## src/rtl/interrupt_sequencer.sv

```systemverilog
// Interrupt entry sequencer: decides when a pending interrupt is taken and drives
// the forced-CALL entry (push, vector load, flush/NOP cycles); also edge-detects the INT pin.
module interrupt_sequencer #(
  parameter logic [12:0] VECTOR_ADDR  = 13'h0004,
  parameter int unsigned DUMMY_CYCLES = 4,
  parameter int unsigned SYNC_STAGES  = 2
) (
  input  logic        clk,
  input  logic        rst,
  input  logic [7:0]  intcon_val,
  input  logic [7:0]  pir1_val,
  input  logic [7:0]  pie1_val,
  input  logic        instr_boundary,
  input  logic        retfie_exec,
  input  logic [12:0] pc_next,
  input  logic        int_pin,
  input  logic        intedg,
  output logic        intf_set,
  output logic        gie_clr,
  output logic        gie_set,
  output logic        stack_push,
  output logic [12:0] stack_push_addr,
  output logic        pc_vec_en,
  output logic [12:0] pc_vec_addr,
  output logic        instr_flush_req,
  output logic        busy
);

  localparam int unsigned SYNC_N = (SYNC_STAGES < 2) ? 2 : SYNC_STAGES;
  localparam int unsigned DW     = (DUMMY_CYCLES > 1) ? $clog2(DUMMY_CYCLES) : 1;
  localparam int unsigned SW     = $clog2(SYNC_N + 2);
  localparam logic [DW-1:0] DUMMY_LAST = DW'((DUMMY_CYCLES > 0) ? DUMMY_CYCLES - 1 : 0);
  localparam logic [SW-1:0] SUP_INIT   = SW'(SYNC_N + 1);

  typedef enum logic [2:0] {
    S_IDLE,
    S_ARMED,
    S_PUSH,
    S_LOAD,
    S_DUMMY
  } state_e;

  state_e          state_q, state_d;
  logic [DW-1:0]   dcnt_q, dcnt_d;
  logic            gie_set_q, gie_set_d;
  logic [SYNC_N-1:0] sync_q, sync_d;
  logic            hist_q, hist_d;
  logic [SW-1:0]   sup_q, sup_d;
  logic            intf_set_q, intf_set_d;
  logic            pending;
  logic            edge_hit;

  always_comb begin
    pending = intcon_val[7] &
              ((intcon_val[5] & intcon_val[2]) |
               (intcon_val[4] & intcon_val[1]) |
               (intcon_val[3] & intcon_val[0]) |
               (intcon_val[6] & (|(pie1_val & pir1_val))));
  end

  // Entry FSM; pending is only considered in IDLE/ARMED so a sequence can never nest.
  always_comb begin
    state_d         = state_q;
    dcnt_d          = dcnt_q;
    stack_push      = 1'b0;
    stack_push_addr = '0;
    gie_clr         = 1'b0;
    pc_vec_en       = 1'b0;
    instr_flush_req = 1'b0;
    busy            = 1'b0;
    case (state_q)
      S_IDLE: begin
        if (pending && instr_boundary) state_d = S_PUSH;
        else if (pending)              state_d = S_ARMED;
      end
      S_ARMED: begin
        if (!pending)            state_d = S_IDLE;
        else if (instr_boundary) state_d = S_PUSH;
      end
      S_PUSH: begin
        stack_push      = 1'b1;
        stack_push_addr = pc_next;
        gie_clr         = 1'b1;
        instr_flush_req = 1'b1;
        busy            = 1'b1;
        state_d         = S_LOAD;
      end
      S_LOAD: begin
        pc_vec_en       = 1'b1;
        instr_flush_req = 1'b1;
        busy            = 1'b1;
        dcnt_d          = DUMMY_LAST;
        state_d         = (DUMMY_CYCLES == 0) ? S_IDLE : S_DUMMY;
      end
      S_DUMMY: begin
        instr_flush_req = 1'b1;
        busy            = 1'b1;
        if (dcnt_q == '0) begin
          state_d = S_IDLE;
        end else begin
          dcnt_d = dcnt_q - DW'(1);
        end
      end
      default: state_d = S_IDLE;
    endcase
  end

  always_comb begin
    gie_set_d = retfie_exec;
  end

  // INT pin: synchroniser, history flop and edge detect, masked until the chain
  // has filled with real pin samples after reset release.
  always_comb begin
    sync_d     = {sync_q[SYNC_N-2:0], int_pin};
    hist_d     = sync_q[SYNC_N-1];
    edge_hit   = intedg ? (sync_q[SYNC_N-1] & ~hist_q) : (~sync_q[SYNC_N-1] & hist_q);
    sup_d      = (sup_q != '0) ? sup_q - SW'(1) : sup_q;
    intf_set_d = edge_hit & (sup_q == '0);
  end

  always_ff @(posedge clk) begin
    if (rst) begin
      state_q    <= S_IDLE;
      dcnt_q     <= '0;
      gie_set_q  <= 1'b0;
      sync_q     <= '0;
      hist_q     <= 1'b0;
      sup_q      <= SUP_INIT;
      intf_set_q <= 1'b0;
    end else begin
      state_q    <= state_d;
      dcnt_q     <= dcnt_d;
      gie_set_q  <= gie_set_d;
      sync_q     <= sync_d;
      hist_q     <= hist_d;
      sup_q      <= sup_d;
      intf_set_q <= intf_set_d;
    end
  end

  assign gie_set     = gie_set_q;
  assign intf_set    = intf_set_q;
  assign pc_vec_addr = VECTOR_ADDR;

endmodule
```

## config.mk

```make
export PLATFORM = sky130hd
export DESIGN_NAME = interrupt_sequencer
export DESIGN_NICKNAME = d
export VERILOG_FILES = /design/src/rtl/interrupt_sequencer.sv
export SDC_FILE = /design/constraint.sdc
export NUM_CORES = 1
export LEC_CHECK = 0
export ABC_AREA = 1
export ABC_CLOCK_PERIOD_IN_PS = 1260
export CORE_ASPECT_RATIO = 0.9
export CORE_MARGIN = 2
export CORE_UTILIZATION = 31
export DETAILED_ROUTE_END_ITERATION = 8
export PLACE_DENSITY = 0.8
export SETUP_SLACK_MARGIN = 0.5
export SLEW_MARGIN = 20
export SYNTH_ARGS = -nofsm -noshare
export SYNTH_HDL_FRONTEND = slang
export SYNTH_SLANG_ARGS = --single-unit
```

## constraint.sdc

```tcl
create_clock -name clk -period 1.26 [get_ports clk]
set_clock_uncertainty 0.05 [all_clocks]
set_input_delay 0.252 -clock clk [delete_from_list [all_inputs] [get_ports clk]]
set_output_delay 0.252 -clock clk [all_outputs]
set_load 0.02 [all_outputs]
```

==> qor.yml <==
rows: 17
final_util: 0.7158
syn_to_final_growth_pct: 113.3
setup_viol_count_final: 23
synth_top_area_share: 0.2828
core_mm2: 0.002531
grtUsageMet1: 0.1323
status: "complete, but fails checks"
clock_latency_ns: 0.26
cts-hold-fix-buffers: 0
port_buffers: 62
seq_area_frac_synth: 0.2828
grt-ovfl-total: 0
synth-seq-cells: 12
wl_per_cell_um: 11.54
period_needed_ns: 1.513
hp-class: "reg2reg"
slew_violations: 0
synthArstFlopShare: 0
vdd_drop_max_mv: 0.6738
ioPinCount: 76
clkSinkCount: 12
place.gp.congestion: 0.7489
busiest_layer: "met2"
route.detailed.drc: 0
dieArea_mm2: 0.003176
yosysTopAreaCell: "dfxtp_1"
cts_buffer_depth: 2
p_leak_nw: 0.9052
fin_nets: 260
maxCapViolCount: 0
arrival_ns: 1.21
cts_tree: "yes"
dr.first_iter.drc_count: 24
hold_viol: 0
violations: "negative setup slack"
multi_input_area_um2: 600.6
critPathSlowestCell: "dfxtp_2"
syn_inst: 135
crit_type: "reg2out"
cp.required_ns: 0.96
cts_made_buffers: 3
grt_pass1_vias: 1036
timing.setup.tns_ns: -4.746
num_antenna_cells: 0
dieWidth_um: 59.18
grt_max_degree: 15
ys_top_cells_by_area: "dfxtp_1 (28%), buf_4 (14%), inv_1 (11%)"
vias: 1058
rsz0062_at_grt: "yes"
crit_chain: "inv_2 -> nand2_4 -> nor2_4 -> inv_8 -> nor2_1 -> buf_4"
clkSlewWorstSetupHoldPaths_ns: 0.07
synth.avg_cell_area_um2: 6.293
synth-edff-count: 0
use_met2: 0.3718
worstSetupEndpointType: "primary output"
cts_root_buf: "clkbuf_4"
die_y_um: 53.67
initial_core_util: 0.3356
netlist_area_um2: 849.6
ys.flop_type: "dfxtp_1"
place_area_mm2: 0.001617
synth.distinct_cells: 23
drive_above_1_share: 0.4319
seq_area_um2: 251.5
vias_per_cell: 4.390
synth_warnings: 0
fin_area_mm2: 0.001812
use_met3: 0.07212
ant_nets: 0
fillCellCount: 192
dp_slack_ns: -0.5741
grtUsageTotal: 0.1721
grt_pass1_wl_mm: 4.084
drt_first_pass_iters: 4
fmax_mhz: 660.9
dp_hpwl_mm: 2.146
p_total_w: 0.001276
startpoint_type: "flop"
powerDensity_mw_per_mm2: 704.5
fin_ws_ns: -0.2530
antenna_found_initial: 0
critPathMaxStageDelay_ns: 0.32
htreeDepth: 1
crit_fanout: 14
fin_crit_sh: 1.201
routed_wirelength_mm: 2.782
[routing by layer]
metal  vias up  part of all wire
met5         -                 0
met4         0             0.017
met3         6              0.11
met2        56              0.55
met1       466              0.33
li1        530                 -
[sequential cells by signal (all words and copies together), names as in the netlist]
| signal | flops |
|---|---|
| gie_set | 1 |
| sup_q | 2 |
| dcnt_q | 2 |
| hist_q | 1 |
| state_q | 3 |
| intf_set | 1 |
| sync_q | 2 |
[cells in the mapped netlist (2+ instances only)]
master,instances
inv_1,26
nand3_1,2
nand2_1,23
o21ai_0,3
ha_1,2
dfxtp_1,12
a21oi_1,7
nor2_1,25
conb_1,2
buf_4,16
nor3_1,3
inv_2,3
[cells in the final DEF (no fill, tap or decap), types with 6 or more instances in the layout]
master / count
nor2_4: 13
buf_4: 19
nor2_1: 9
dlygate4sd2_1: 12
inv_1: 21
dfxtp_2: 6
conb_1: 13
buf_6: 20
inv_2: 7
clkdlybuf4s50_1: 25
nand2_1: 19
[critical path, delay by kind of cell, from the launching register on]
kind / cells / cell delay, ns
flip-flops: 1 / 0.32
AND/OR/NAND/NOR: 3 / 0.30
buffers and inverters: 3 / 0.32
[kinds of logic (layout without fill, tap and decap cells)]
| kind of cell | after synthesis | after routing | share of synthesized area |
|---|---|---|---|
| AO/OA/AOI/OAI | 13 | 13 | 0.08099 |
| adder cells (fa/ha/maj) | 2 | 2 | 0.02945 |
| buffers and inverters | 46 | 113 | 0.2828 |
| flip-flops | 12 | 12 | 0.2828 |
| other | 2 | 13 | 0.008840 |
| AND/OR/NAND/NOR | 60 | 60 | 0.3152 |
[per-stage QoR]
stage	std cells	hold slack [ns]
floorplan	146	0.3090
global placement	231	0.3436
detailed placement	231	0.3465
CTS	239	0.3558
global route	241	0.3862
finish	241	0.3530
[area by class of cell]
type,instances,share of cell area
tap,28,0.01934
sequential,12,0.1388
inverter,29,0.06423
clock buffer,3,0.01243
timing repair buffer,81,0.4337
multi-input combinational,88,0.3315
[worst paths after layout]
kind	cells after the start	to	startpoint	slack [ns]
max	6	stack_push_addr[10]	state_q[2]	-0.25
min	2	sync_q[1]	sync_q[0]	0.35
max reg2reg	10	dcnt_q[1]	state_q[2]	-0.15
min reg2reg	2	sync_q[1]	sync_q[0]	0.35
[where the power goes]
part           total, W  internal [W]  switching [W]
clock network  0.000223      0.000110       0.000113
logic          0.000615      0.000315       0.000300
registers      0.000438      0.000414      0.0000245
[repair_timing]
item                                    4_1_cts  5_1_grt
hold endpoints to repair                      0        0
pin swaps                                    18       19
endpoints found under the setup margin       32       28
cloned                                        0        0
buffers inserted                              5        2
resized for setup                           155       13
No activity file was read; power rests on OpenSTA's default activity.
